File: config.mk
export PLATFORM = sky130hd
export DESIGN_NAME = nibble_uart_tx
export DESIGN_NICKNAME = d
export VERILOG_FILES = /design/src/rtl/nibble_tx_pkg.sv /design/src/rtl/bit_timer.sv /design/src/rtl/nibble_uart_tx.sv
export SDC_FILE = /design/constraint.sdc
export NUM_CORES = 1
export LEC_CHECK = 0
export CORE_AREA = 2 2 44 46
export DETAILED_ROUTE_END_ITERATION = 8
export DIE_AREA = 0 0 46 48
export GPL_ROUTABILITY_DRIVEN = 1
export SLEW_MARGIN = 25
export SYNTH_ARGS = -nofsm -noshare
export SYNTH_HDL_FRONTEND = slang
export SYNTH_SLANG_ARGS = --single-unit
File: constraint.sdc
create_clock -name clk_d -period 1.3 [get_ports clk_d]
set_input_delay 0.13 -clock clk_d [delete_from_list [all_inputs] [get_ports clk_d]]
set_output_delay 0.13 -clock clk_d [all_outputs]
set_load 0.02 [all_outputs]
File: src/rtl/nibble_tx_pkg.sv
// ---------------------------------------------------------------------------
// nibble_tx_pkg
// Shared definitions for the nibble UART transmitter and the bit timer.
// The receive side will reuse this package later.
//   - FSM state encoding (3-bit constants)
//   - frame geometry (FIFO word width, bits per frame)
//   - clog2 / counter width helpers for sizing counters from parameters
// ---------------------------------------------------------------------------
package nibble_tx_pkg;

  // FSM state encoding. Plain constants keep the encoding fixed for older
  // tools and for anyone probing the state register in a waveform.
  localparam logic [2:0] IDLE  = 3'd0;
  localparam logic [2:0] REQ   = 3'd1;
  localparam logic [2:0] LOAD  = 3'd2;
  localparam logic [2:0] START = 3'd3;
  localparam logic [2:0] DATA  = 3'd4;
  localparam logic [2:0] STOP  = 3'd5;

  // Width of the upstream 8x4 FIFO.
  localparam int FIFO_W = 4;

  // One start bit, FIFO_W data bits and one stop bit.
  localparam int FRAME_BITS = FIFO_W + 2;

  // Ceiling log2 of a positive value. clog2(1) is 0.
  function automatic int clog2(input int value);
    int result;
    result = 0;
    for (int v = value - 1; v > 0; v = v >> 1) begin
      result = result + 1;
    end
    return result;
  endfunction

  // Counter width for a range of 'count' values. This is never narrower than
  // one bit, so a counter that only ever holds zero still has a real register.
  function automatic int counterWidth(input int count);
    int w;
    w = clog2(count);
    return (w < 1) ? 1 : w;
  endfunction

endpackage

File: src/rtl/bit_timer.sv
// ---------------------------------------------------------------------------
// bit_timer
// Counts clock cycles within one serial bit period. It counts
// 0..CLKS_PER_BIT-1 while enabled and raises 'tick' during the final cycle of
// each bit. The count then wraps so that consecutive bits need no extra clear.
// With CLKS_PER_BIT=1 the count stays at zero and 'tick' follows 'en'.
//
// Ports:
//   clk_d  in  1  clock, rising edge
//   rst    in  1  asynchronous active-low reset
//   clr    in  1  synchronous clear of the count (has priority over en)
//   en     in  1  count enable
//   tick   out 1  high in the last cycle of a bit period while enabled
// ---------------------------------------------------------------------------
module bit_timer
  import nibble_tx_pkg::*;
#(
  parameter int CLKS_PER_BIT = 4
) (
  input  logic clk_d,
  input  logic rst,
  input  logic clr,
  input  logic en,
  output logic tick
);

  localparam int CNT_W = counterWidth(CLKS_PER_BIT);
  localparam logic [CNT_W-1:0] LAST = CNT_W'(CLKS_PER_BIT - 1);

  logic [CNT_W-1:0] r_count;
  logic             w_atLast;

  assign w_atLast = (r_count == LAST);
  assign tick     = en && w_atLast;

  // Cycle counter. It wraps on expiry, so the next bit period starts
  // immediately in the cycle after a tick.
  always_ff @(posedge clk_d or negedge rst) begin
    if (!rst) begin
      r_count <= '0;
    end else if (clr) begin
      r_count <= '0;
    end else if (en) begin
      r_count <= w_atLast ? '0 : r_count + 1'b1;
    end
  end

endmodule

File: src/rtl/nibble_uart_tx.sv
// ---------------------------------------------------------------------------
// nibble_uart_tx
// Drains the 8x4 FIFO one word at a time and sends each word as a serial
// frame: a start bit (0), DATA_W data bits LSB first, and a stop bit (1).
// Each bit lasts CLKS_PER_BIT clocks. All outputs are decoded from registered
// state, so no input reaches an output combinationally.
//
// Parameters:
//   CLKS_PER_BIT  clocks per serial bit, 1..256
//   DATA_W        word width, equal to the FIFO width
//
// Ports:
//   clk_d       in  1       system clock
//   rst         in  1       active-low reset. It asserts asynchronously and
//                           its release is synchronised to clk_d internally.
//   fifo_empty  in  1       FIFO empty flag
//   fifo_d_out  in  DATA_W  FIFO read data, valid the cycle after rd_req
//   rd_req      out 1       one-cycle FIFO read request
//   tx          out 1       serial line, idles high
//   busy        out 1       high whenever the FSM is not in IDLE
//   frame_done  out 1       one-cycle pulse in the last stop-bit cycle
// ---------------------------------------------------------------------------
module nibble_uart_tx
  import nibble_tx_pkg::*;
#(
  parameter int CLKS_PER_BIT = 4,
  // The frame geometry in the package defines the FIFO width.
  parameter int DATA_W       = FRAME_BITS - 2
) (
  input  logic              clk_d,
  input  logic              rst,
  input  logic              fifo_empty,
  input  logic [DATA_W-1:0] fifo_d_out,
  output logic              rd_req,
  output logic              tx,
  output logic              busy,
  output logic              frame_done
);

  localparam int IDX_W = counterWidth(DATA_W);
  localparam logic [IDX_W-1:0] LAST_IDX = IDX_W'(DATA_W - 1);

  logic              r_rstMeta;
  logic              r_rstSync;
  logic              w_rstN;

  logic [2:0]        r_state;
  logic [2:0]        w_nextState;
  logic [DATA_W-1:0] r_shreg;
  logic [IDX_W-1:0]  r_bitIdx;

  logic              w_timerClr;
  logic              w_timerEn;
  logic              w_tick;
  logic              w_lastBit;

  // Reset synchroniser. Its flops clear as soon as rst falls, so reset still
  // takes effect immediately. Release reaches the rest of the block only
  // after two clock edges, so no flop leaves reset close to a clock edge.
  always_ff @(posedge clk_d or negedge rst) begin
    if (!rst) begin
      r_rstMeta <= 1'b0;
      r_rstSync <= 1'b0;
    end else begin
      r_rstMeta <= 1'b1;
      r_rstSync <= r_rstMeta;
    end
  end

  assign w_rstN = r_rstSync;

  // The bit timer restarts in LOAD. It then runs through START, DATA and STOP
  // without further clears, because each tick wraps it back to zero.
  assign w_timerClr = (r_state == LOAD);
  assign w_timerEn  = (r_state == START) || (r_state == DATA) || (r_state == STOP);

  bit_timer #(
    .CLKS_PER_BIT (CLKS_PER_BIT)
  ) u_bitTimer (
    .clk_d (clk_d),
    .rst   (w_rstN),
    .clr   (w_timerClr),
    .en    (w_timerEn),
    .tick  (w_tick)
  );

  assign w_lastBit = (r_bitIdx == LAST_IDX);

  // Next-state logic. fifo_empty is looked at only in IDLE and at the end of
  // STOP. A flag that changes mid-frame therefore cannot cause a second read.
  always_comb begin
    w_nextState = r_state;
    case (r_state)
      IDLE:    if (!fifo_empty) w_nextState = REQ;
      REQ:     w_nextState = LOAD;
      LOAD:    w_nextState = START;
      START:   if (w_tick) w_nextState = DATA;
      DATA:    if (w_tick && w_lastBit) w_nextState = STOP;
      STOP:    if (w_tick) w_nextState = fifo_empty ? IDLE : REQ;
      default: w_nextState = IDLE;
    endcase
  end

  // State register.
  always_ff @(posedge clk_d or negedge w_rstN) begin
    if (!w_rstN) begin
      r_state <= IDLE;
    end else begin
      r_state <= w_nextState;
    end
  end

  // Shift register and bit index. The word is captured in LOAD, which is the
  // cycle in which the FIFO presents the data requested in REQ. During DATA,
  // shreg[0] is always the bit on the line.
  always_ff @(posedge clk_d or negedge w_rstN) begin
    if (!w_rstN) begin
      r_shreg  <= '0;
      r_bitIdx <= '0;
    end else if (r_state == LOAD) begin
      r_shreg  <= fifo_d_out;
      r_bitIdx <= '0;
    end else if ((r_state == DATA) && w_tick) begin
      r_shreg  <= r_shreg >> 1;
      r_bitIdx <= r_bitIdx + 1'b1;
    end
  end

  // Moore outputs. REQ and LOAD keep the line high, which produces the
  // two-cycle gap between back-to-back frames.
  always_comb begin
    tx = 1'b1;
    case (r_state)
      START:   tx = 1'b0;
      DATA:    tx = r_shreg[0];
      default: tx = 1'b1;
    endcase
  end

  assign rd_req     = (r_state == REQ);
  assign busy       = (r_state != IDLE);
  assign frame_done = (r_state == STOP) && w_tick;

endmodule

======== Word level (Yosys, flattened, before mapping) ========
Cells that the tools add are included.
word-level totals
  register bits after elaboration ......... 13
  input bits .............................. 7
  output and inout bits ................... 4
  logic and storage cells ................. 44
operators by class
  add/subtract/negate cells ............... 2
  eq/ne operators ......................... 11
  mux-type cells .......................... 14
  reduce and logical (&&, ||, !) cells .... 11
operators by type and width
  operator                                       count
  case mux 3 bit (6 select lines)                1
  two-way mux 3 bit                              4
  two-way mux 2 bit                              5
  two-way mux 4 bit                              2
  != test 2 bit, second input constant           4
  == test 3 x 2 -> 1 bit, second input constant  2
  == test 3 bit, second input constant           2
  adder 2 x 1 -> 2 bit, second input constant    2
  == test 2 bit, second input constant           2
  logical AND 1 bit                              4
  AND reduction 4 bit                            1
  nonzero test 2 bit                             2
  == test 3 x 1 -> 1 bit, second input constant  1
  zero test 3 bit                                1
  nonzero test 3 bit                             1
  logical OR 1 bit                               2
  case mux 1 bit (2 select lines)                1
  two-way mux 1 bit                              1

======== Logic depth before layout (Yosys ltp) ========
Gate-level depths: netlist (run 1).
  depth in word-level cells ............... 7
  gate-level depth with buffers ........... 6
  mapped depth without buffers ............ 4

======== Hierarchy ========
A second synthesis (run 1) with hierarchy kept.
unflattened totals
  cell total of the unflattened synthesis .. 59
  area, all modules ....................... 668.1 um^2
by module, submodules not included
  module          instances  cells an instance  area an instance (um^2)  seq. area each (um^2)
  nibble_uart_tx  1          50                 561.8                    275.3
  bit_timer       1          9                  106.4                    50.0

======== Least setup slack after synthesis (run 1) ========
OpenSTA, ideal clock, no wires.
  path kind ............................... register -> register
  start point ............................. register u_bitTimer.r_count[0]
  end point ............................... register r_shreg[2]
  setup time .............................. 0.118 ns
  data arrival time ....................... 1.405 ns
  required time ........................... 1.182 ns
  setup slack ............................. -0.223 ns
  stages on the path, launching flop included .. 7
  cells stage by stage .................... dfrtp_1 -> ha_1 -> clkbuf_2 -> and4bb_1 -> buf_6 -> a22o_1 -> a21o_1
between the ends
  cells in the longest elaborated chain, start to end .. 4
RTL lines
  item                          line                   RTL
  from (decl)                   bit_timer.sv:30        logic [CNT_W-1:0] r_count;
  from (signal assigned)        bit_timer.sv:44        r_count <= w_atLast ? '0 : r_count + 1'b1;
  == test 2 bit                 bit_timer.sv:33        assign w_atLast = (r_count == LAST);
  logical AND 1 bit             bit_timer.sv:34        assign tick = en && w_atLast;
  logical AND 1 bit             nibble_uart_tx.sv:123  end else if ((r_state == DATA) && w_tick) begin
  nonzero test 2 bit (no line)  n/a
  to (signal assigned)          nibble_uart_tx.sv:121  r_shreg <= fifo_d_out;
  to (signal assigned)          nibble_uart_tx.sv:124  r_shreg <= r_shreg >> 1;
  to (decl)                     nibble_uart_tx.sv:49   logic [DATA_W-1:0] r_shreg;
Every way passes these cells.
A chain may end at the register's enable or synchronous reset.

======== Final worst setup path (run 1) ========
  start point ............................. register r_state[1]
  end point ............................... register r_bitIdx[0]
between the ends
  cells in the longest elaborated chain, start to end .. 6
  elaborated cells between the ends (all ways) .. 10
  classes of those cells .................. eq/ne (4); mux (1); reduce/logical (5)
RTL lines
  item                                                     line                                         RTL
  from (decl)                                              nibble_uart_tx.sv:47                         logic [2:0] r_state;
  from (signal assigned)                                   nibble_uart_tx.sv:109                        r_state <= w_nextState;
  == test 3 x 2 -> 1 bit or == test 3 bit (tied branches)  nibble_uart_tx.sv:75, nibble_uart_tx.sv:123
  logical OR 1 bit (2 in a row)                            nibble_uart_tx.sv:75                         assign w_timerEn = (r_state == START) || (r_state == DATA) || (r_state == STOP);
  logical AND 1 bit                                        bit_timer.sv:34
  logical AND 1 bit                                        nibble_uart_tx.sv:123
  nonzero test 2 bit (no line)                             n/a
  to (signal assigned)                                     nibble_uart_tx.sv:125                        r_bitIdx <= r_bitIdx + 1'b1;
  to (decl)                                                nibble_uart_tx.sv:50                         logic [IDX_W-1:0] r_bitIdx;
Several ways; a longest one is shown, not always the timed one.

==> results.md, run 1 <==
* Largest net degree at the start of global routing at 12
* Pre-CTS setup slack at -0.216 ns
* Slowest CP cell: dfrtp_2
* CP Cell Sequence: buf_6, and4bb_4, nor2_4, mux2_4
* WL final at 1560 um
* Clock Power Share at 9.9%
* Top-Level Pins at 11
* Gate Count Post-Synth at 61
* Leakage at 0.497 nW
* RSZ-0062 raised after global routing: true
* Number of global-route vias before repair at 604
* CP Class: reg -> reg
* Util after Layout at 63.9%
* P_sw at 0.855 mW
* DRT iter0 DRCs at 12
* Comb pwr share at 62.0%
* Final slew viol count at 0
* Max-Cap Viols at 0
* Congestion Overflow GR at 0
* Post-synth top flop: dfrtp_1
* Yosys Warn Count at 0
* WP buf/inv at 1
* Synth top cells by count: dfrtp_1, a21oi_1, nand2_1
* Final worst setup slack at -0.109 ns
* Crit path largest cell delay at 0.46 ns
* Die Height at 48 um
* Critical path depth in cells at 4
* Syn Nets at 70
* Post-detailed-route count of antenna-violating nets at 0
* Status: finished, violations left
* Net Sw Frac at 34.9%
* GP Congestion at 0.780
* Gr usage total at 16.6%
* Final Cycle Share at 108%
* Global-route wire length before repair at 2550 um
* R2R Path Start: r_state[1]
* Period minus WS final at 1.41 ns
* Placeable Area at 1690 um2
* Yosys cell types at 29
* Cell internal pwr at 1.59 mW
* Final #Nets at 104
* Clock Skew at 0.000888 ns
* Num Clock Sinks at 13
* FF-to-FF path depth at 4
* H-Tree Level Count at 1
* Sequential power share at 28.1%
* Clk buf depth at 2
* Antenna cells at 0
* Routed vias at 580
* PortBufs at 10
* Initial antenna violation count at 0
* Synth Cell Area at 668 um2
* Final instance area at 1080 um2
* Clk Tree Root Cell: clkbuf_4
* Layout cells sized above 1 at 52.1%
* Die area at 2210 um2
* Dpl cells at 94
* Max VDD drop at 1380 uV
* DRC at 0
* Ys async rst share at 100%
* Post-synth top area cell: dfrtp_1
* Pwr dens at 2270 nW/um2
* Per-cell routed wire length at 14.0 um
* #FFs+latches synth at 13
* Vias/cell at 5.23
* Worst-skew pair later-pin latency at 0.26 ns
* Hold WS at 0.0226 ns
* Post-route insts no fill at 111
* Hold Path Class: in -> async
* Startpoint Class: flip-flop
* Crit path required time at 1.46 ns
* Data arrival, critical path at 1.56 ns
* Failing checks: negative setup slack
* Initial Util at 39.6%
* CP top delay family: flip-flops
* Pre-antenna DRT Iters at 4
* Layout area overhead at 61.4%
* TritonCTS clock tree: yes
* Hold-fix buffers, CTS at 0
* Clock buffer count from CTS at 3
* Post-DP Area at 845 um2
* HPWL after DPL at 911 um
* FF-to-FF End: r_bitIdx[0]
* Post-synth top area share at 48.7%
* Worst-path clk slew at 0.08 ns
* Syn_area_per_cell at 11.0 um2
* Hold Fails Final Rpt at 0
* Sequential area share after synthesis at 48.7%
* Max Freq at 710 MHz
* Top-count cell post-synth: dfrtp_1
* Worst R2R Setup Slack at -0.11 ns
* Setup-failing EPs final at 13
* Die W at 46 um
* CP Capture Type: flip-flop
* Row cnt at 15
* Area contributors post-synth: dfrtp_1, mux2_2, mux2i_1
* Crit path max fanout at 6
* Number of flops mapped to enable cells by yosys at 0
## layout by cell type, fill, tap and decap left out, types with 3 or more instances in the layout
master,n
a21oi_1,5
a22o_1,3
buf_4,15
buf_6,10
clkbuf_4,3
clkdlybuf4s50_1,6
dfrtp_1,10
dfrtp_2,3
mux2i_1,3
nand2_1,3
## final cells by class
type	instances	area [um2]
clock buffers	4	26.3
well taps	17	21.3
inverters	1	3.75
flip-flops and latches	13	329
multi-input cells	42	383
fillers	143	611
repair buffers	34	315
## worst max-delay path by stage
stage,slack (ns),endpoint,startpoint
floorplan,-0.17,r_shreg[2],u_bitTimer.r_count[0]
global placement,-0.21,busy,r_state[2]
detailed placement,-0.22,busy,r_state[2]
CTS,-0.11,r_bitIdx[0],r_state[0]
global route,-0.15,r_bitIdx[0],r_state[2]
finish,-0.11,r_bitIdx[0],r_state[1]
## power by group through the flow
stage | combinational, mW | clock (mW) | sequential (mW)
final | 1.52 | 0.242 | 0.687
after global routing | 1.66 | 0.267 | 0.703
after CTS | 1.36 | 0.248 | 0.676
after detailed placement | 0.928 | 0 | 0.679
after global placement | 0.917 | 0 | 0.674
after floorplan | 0.617 | 0 | 0.639
## metrics by stage
stage,total power [mW],setup TNS [ns]
finish,2.45,-0.634
global route,2.63,-1.22
CTS,2.28,-0.605
detailed placement,1.61,-1.53
global placement,1.59,-1.53
floorplan,1.26,-0.643
## flip-flops by register name (all words and copies together), names as in the netlist
signal,cells
r_rstMeta,1
r_bitIdx,2
r_state,3
u_bitTimer.r_count,2
r_rstSync,1
r_shreg,4
## cell families after synthesis
| logic type | synth area share, % |
|---|---|
| simple gates | 16.3 |
| mux | 9.55 |
| compound gates | 16.1 |
| fa+ha+maj | 3.74 |
| buf+inv | 5.05 |
| other cells | 0.561 |
| flops | 48.7 |
## timing repair
item,4_1_cts,5_1_grt
pin swaps,8,9
setup endpoints to repair,11,13
endpoints found under the hold margin,0,0
setup buffers,13,1
resized for setup,42,8
## layer usage
layer  global-route usage (%)  vias up  wire length [um]
met5                        0        -                 0
met2                     28.9       12               825
met4                     6.86        0                12
met3                     2.26        2                46
met1                     20.8      274               673
li1                         -      292                 -
(Power assumes the default switching activity.)
==> inputs of run 2 (changes only) <==
CTS_CLUSTER_DIAMETER = 50   (was not set)
==> results of run 2 <==
Same layout as run 1: the final DEF is identical, and so are final timing and power.
==> inputs of run 3 (changes only) <==
==> constraint.sdc (replaced) <==
create_clock -name clk_d -period 1.3 [get_ports clk_d]
set_input_delay 0.26 -clock clk_d [delete_from_list [all_inputs] [get_ports clk_d]]
set_output_delay 0.26 -clock clk_d [all_outputs]
set_load 0.02 [all_outputs]
==> run 3 against run 2 <==
The flow still finishes with violations (negative setup slack). Combinational power fell by 12%. Register-to-register slack got worse by 0.07 ns. Clock power is essentially flat. Sequential share of layout area rose by 0.76 points. Cell area down 2.4%. Core utilization down 1.6 points. Setup slack got worse by 0.098 ns. Global-route usage fell by 1.3 points. Largest cell class unchanged.
==> results.md, run 3 (synthesis results as in run 1) <==
* HPWL after DPL at 887 um (-2.6%)
* Clk Tree Root Cell: clkbuf_4
* CP Cell Sequence: or3_4, buf_6
* Max VDD drop at 1130 uV (-17%)
* DRC at 0 (unchanged)
* DRT iter0 DRCs at 8 (-4)
* Final #Nets at 102 (-1.9%)
* Layout cells sized above 1 at 52.2% (about the same)
* CP Class: reg -> out
* Hold-fix buffers, CTS at 0 (unchanged)
* WL final at 1340 um (-14%)
* Post-route insts no fill at 109 (-1.8%)
* Vias/cell at 5.21 (-0.27%)
* Status: finished, violations left
* Final slew viol count at 0 (unchanged)
* Congestion Overflow GR at 0 (unchanged)
* Routed vias at 568 (-2.1%)
* Initial antenna violation count at 0 (unchanged)
* Post-DP Area at 850 um2 (+0.59%)
* Post-detailed-route count of antenna-violating nets at 0 (unchanged)
* Slowest CP cell: dfrtp_2
* Setup-failing EPs final at 13 (unchanged)
* Number of flip-flops in the largest register at 4 (unchanged)
* Crit path max fanout at 6 (unchanged)
* Antenna cells at 0 (unchanged)
* PortBufs at 10 (unchanged)
* Clock buffer count from CTS at 3 (unchanged)
* Die Height at 48 um (unchanged)
* Gr usage total at 15.3% (-1.3 points)
* Failing checks: negative setup slack
* Clock Skew at 0.00372 ns (+0.00283 ns)
* Row cnt at 15 (unchanged)
* Final worst setup slack at -0.207 ns (-0.0985 ns)
* Hold Fails Final Rpt at 0 (unchanged)
* Worst-path clk slew at 0.07 ns (about the same)
* Leakage at 0.487 nW (-1.9%)
* Final Cycle Share at 116% (+7.6 points)
* Commonest non-fill, non-tap cells in the layout: buf_4, dfrtp_1, buf_6
* Period minus WS final at 1.51 ns (+0.0985 ns)
* TritonCTS clock tree: yes
* Worst-skew pair later-pin latency at 0.27 ns (about the same)
* Regs by FF count: r_shreg x4, r_state x3
* Max Freq at 664 MHz (-6.5%)
* Startpoint Class: flip-flop
* Top-Level Pins at 11 (unchanged)
* CP top delay family: flip-flops
* RSZ-0062 raised after global routing: true
* Crit path required time at 1.04 ns (-0.42 ns)
* Largest net degree at the start of global routing at 12 (unchanged)
* Initial Util at 39.6% (unchanged)
* Pre-antenna DRT Iters at 4 (unchanged)
* WP buf/inv at 1 (unchanged)
* Hold Path Class: in -> async
* Num Clock Sinks at 13 (unchanged)
* H-Tree Level Count at 1 (unchanged)
* Global-route wire length before repair at 2280 um (-10%)
* Pre-CTS setup slack at -0.312 ns (-0.0964 ns)
* GP Congestion at 0.802 (+2.8%)
* Pwr dens at 2160 nW/um2 (-4.9%)
* Data arrival, critical path at 1.25 ns (-0.31 ns)
* Crit path largest cell delay at 0.46 ns (about the same)
* Per-cell routed wire length at 12.3 um (-12%)
* Final instance area at 1050 um2 (-2.4%)
* Die W at 46 um (unchanged)
* Largest Register: r_shreg
* Layout area overhead at 57.5%
* CP Capture Type: primary output
* Util after Layout at 62.3% (-1.6 points)
* Max-Cap Viols at 0 (unchanged)
* Dpl cells at 94 (unchanged)
* Placeable Area at 1690 um2 (unchanged)
* Die area at 2210 um2 (unchanged)
* Most common cell after layout, fill and taps aside: buf_4
* Number of global-route vias before repair at 546 (-9.6%)
* Clk buf depth at 2 (unchanged)
* Total Power at 2.27 mW (-7.2%)
## run 3: cell count changes in the layout (fill, tap and decap cells not counted), moves of 2 or more
cell / delta
buf_2: -2
and3_4: -2
and3_1: +2
buf_4: +2
## run 3: report_power, final
group	switching, mW	internal, mW	leakage [nW]
Clock	0.123	0.119	0.0150
Sequential	0.141	0.549	0.157
Combinational	0.536	0.803	0.315
## run 3: final cells by class
cell class                 instances  area [um2]
tap                               17        21.3
timing repair buffer              32         289
multi-input combinational         42         383
fill                             143         637
clock buffer                       4        26.3
inverter                           1        3.75
sequential                        13         329
## run 3: final timing paths
check	startpoint	end	slack [ns]	cells past startpoint
max in group asynchronous	r_rstSync	r_state[2]	0.78	0
min in group clk_d	r_rstMeta	r_rstSync	0.36	0
hold reg to reg	r_rstSync	r_shreg[0]	0.18	0
hold / removal	rst	r_rstSync	0.14	1
setup / recovery	r_state[0]	busy	-0.21	2
setup reg to reg	r_state[1]	r_shreg[0]	-0.18	5
## run 3: layer usage
metal  vias up  wire, um  GRT usage [%]
met4         0        12           10.3
met3         2        51           2.26
met5         -         0              0
met1       270       639           19.9
met2        10       641           23.6
li1        286         -              -
## run 3: metrics by stage
| stage | hold slack, ns | setup TNS (ns) |
|---|---|---|
| floorplan | -0.0356 | -0.643 |
| global placement | 0.192 | -2.05 |
| detailed placement | 0.200 | -2.08 |
| CTS | 0.132 | -1.34 |
| global route | 0.125 | -2.23 |
| finish | 0.144 | -1.51 |
## run 3: timing repair
item	in CTS	in global routing
setup buffers	11	0
endpoints found under the setup margin	13	15
pin swaps	12	1
resized for setup	40	9
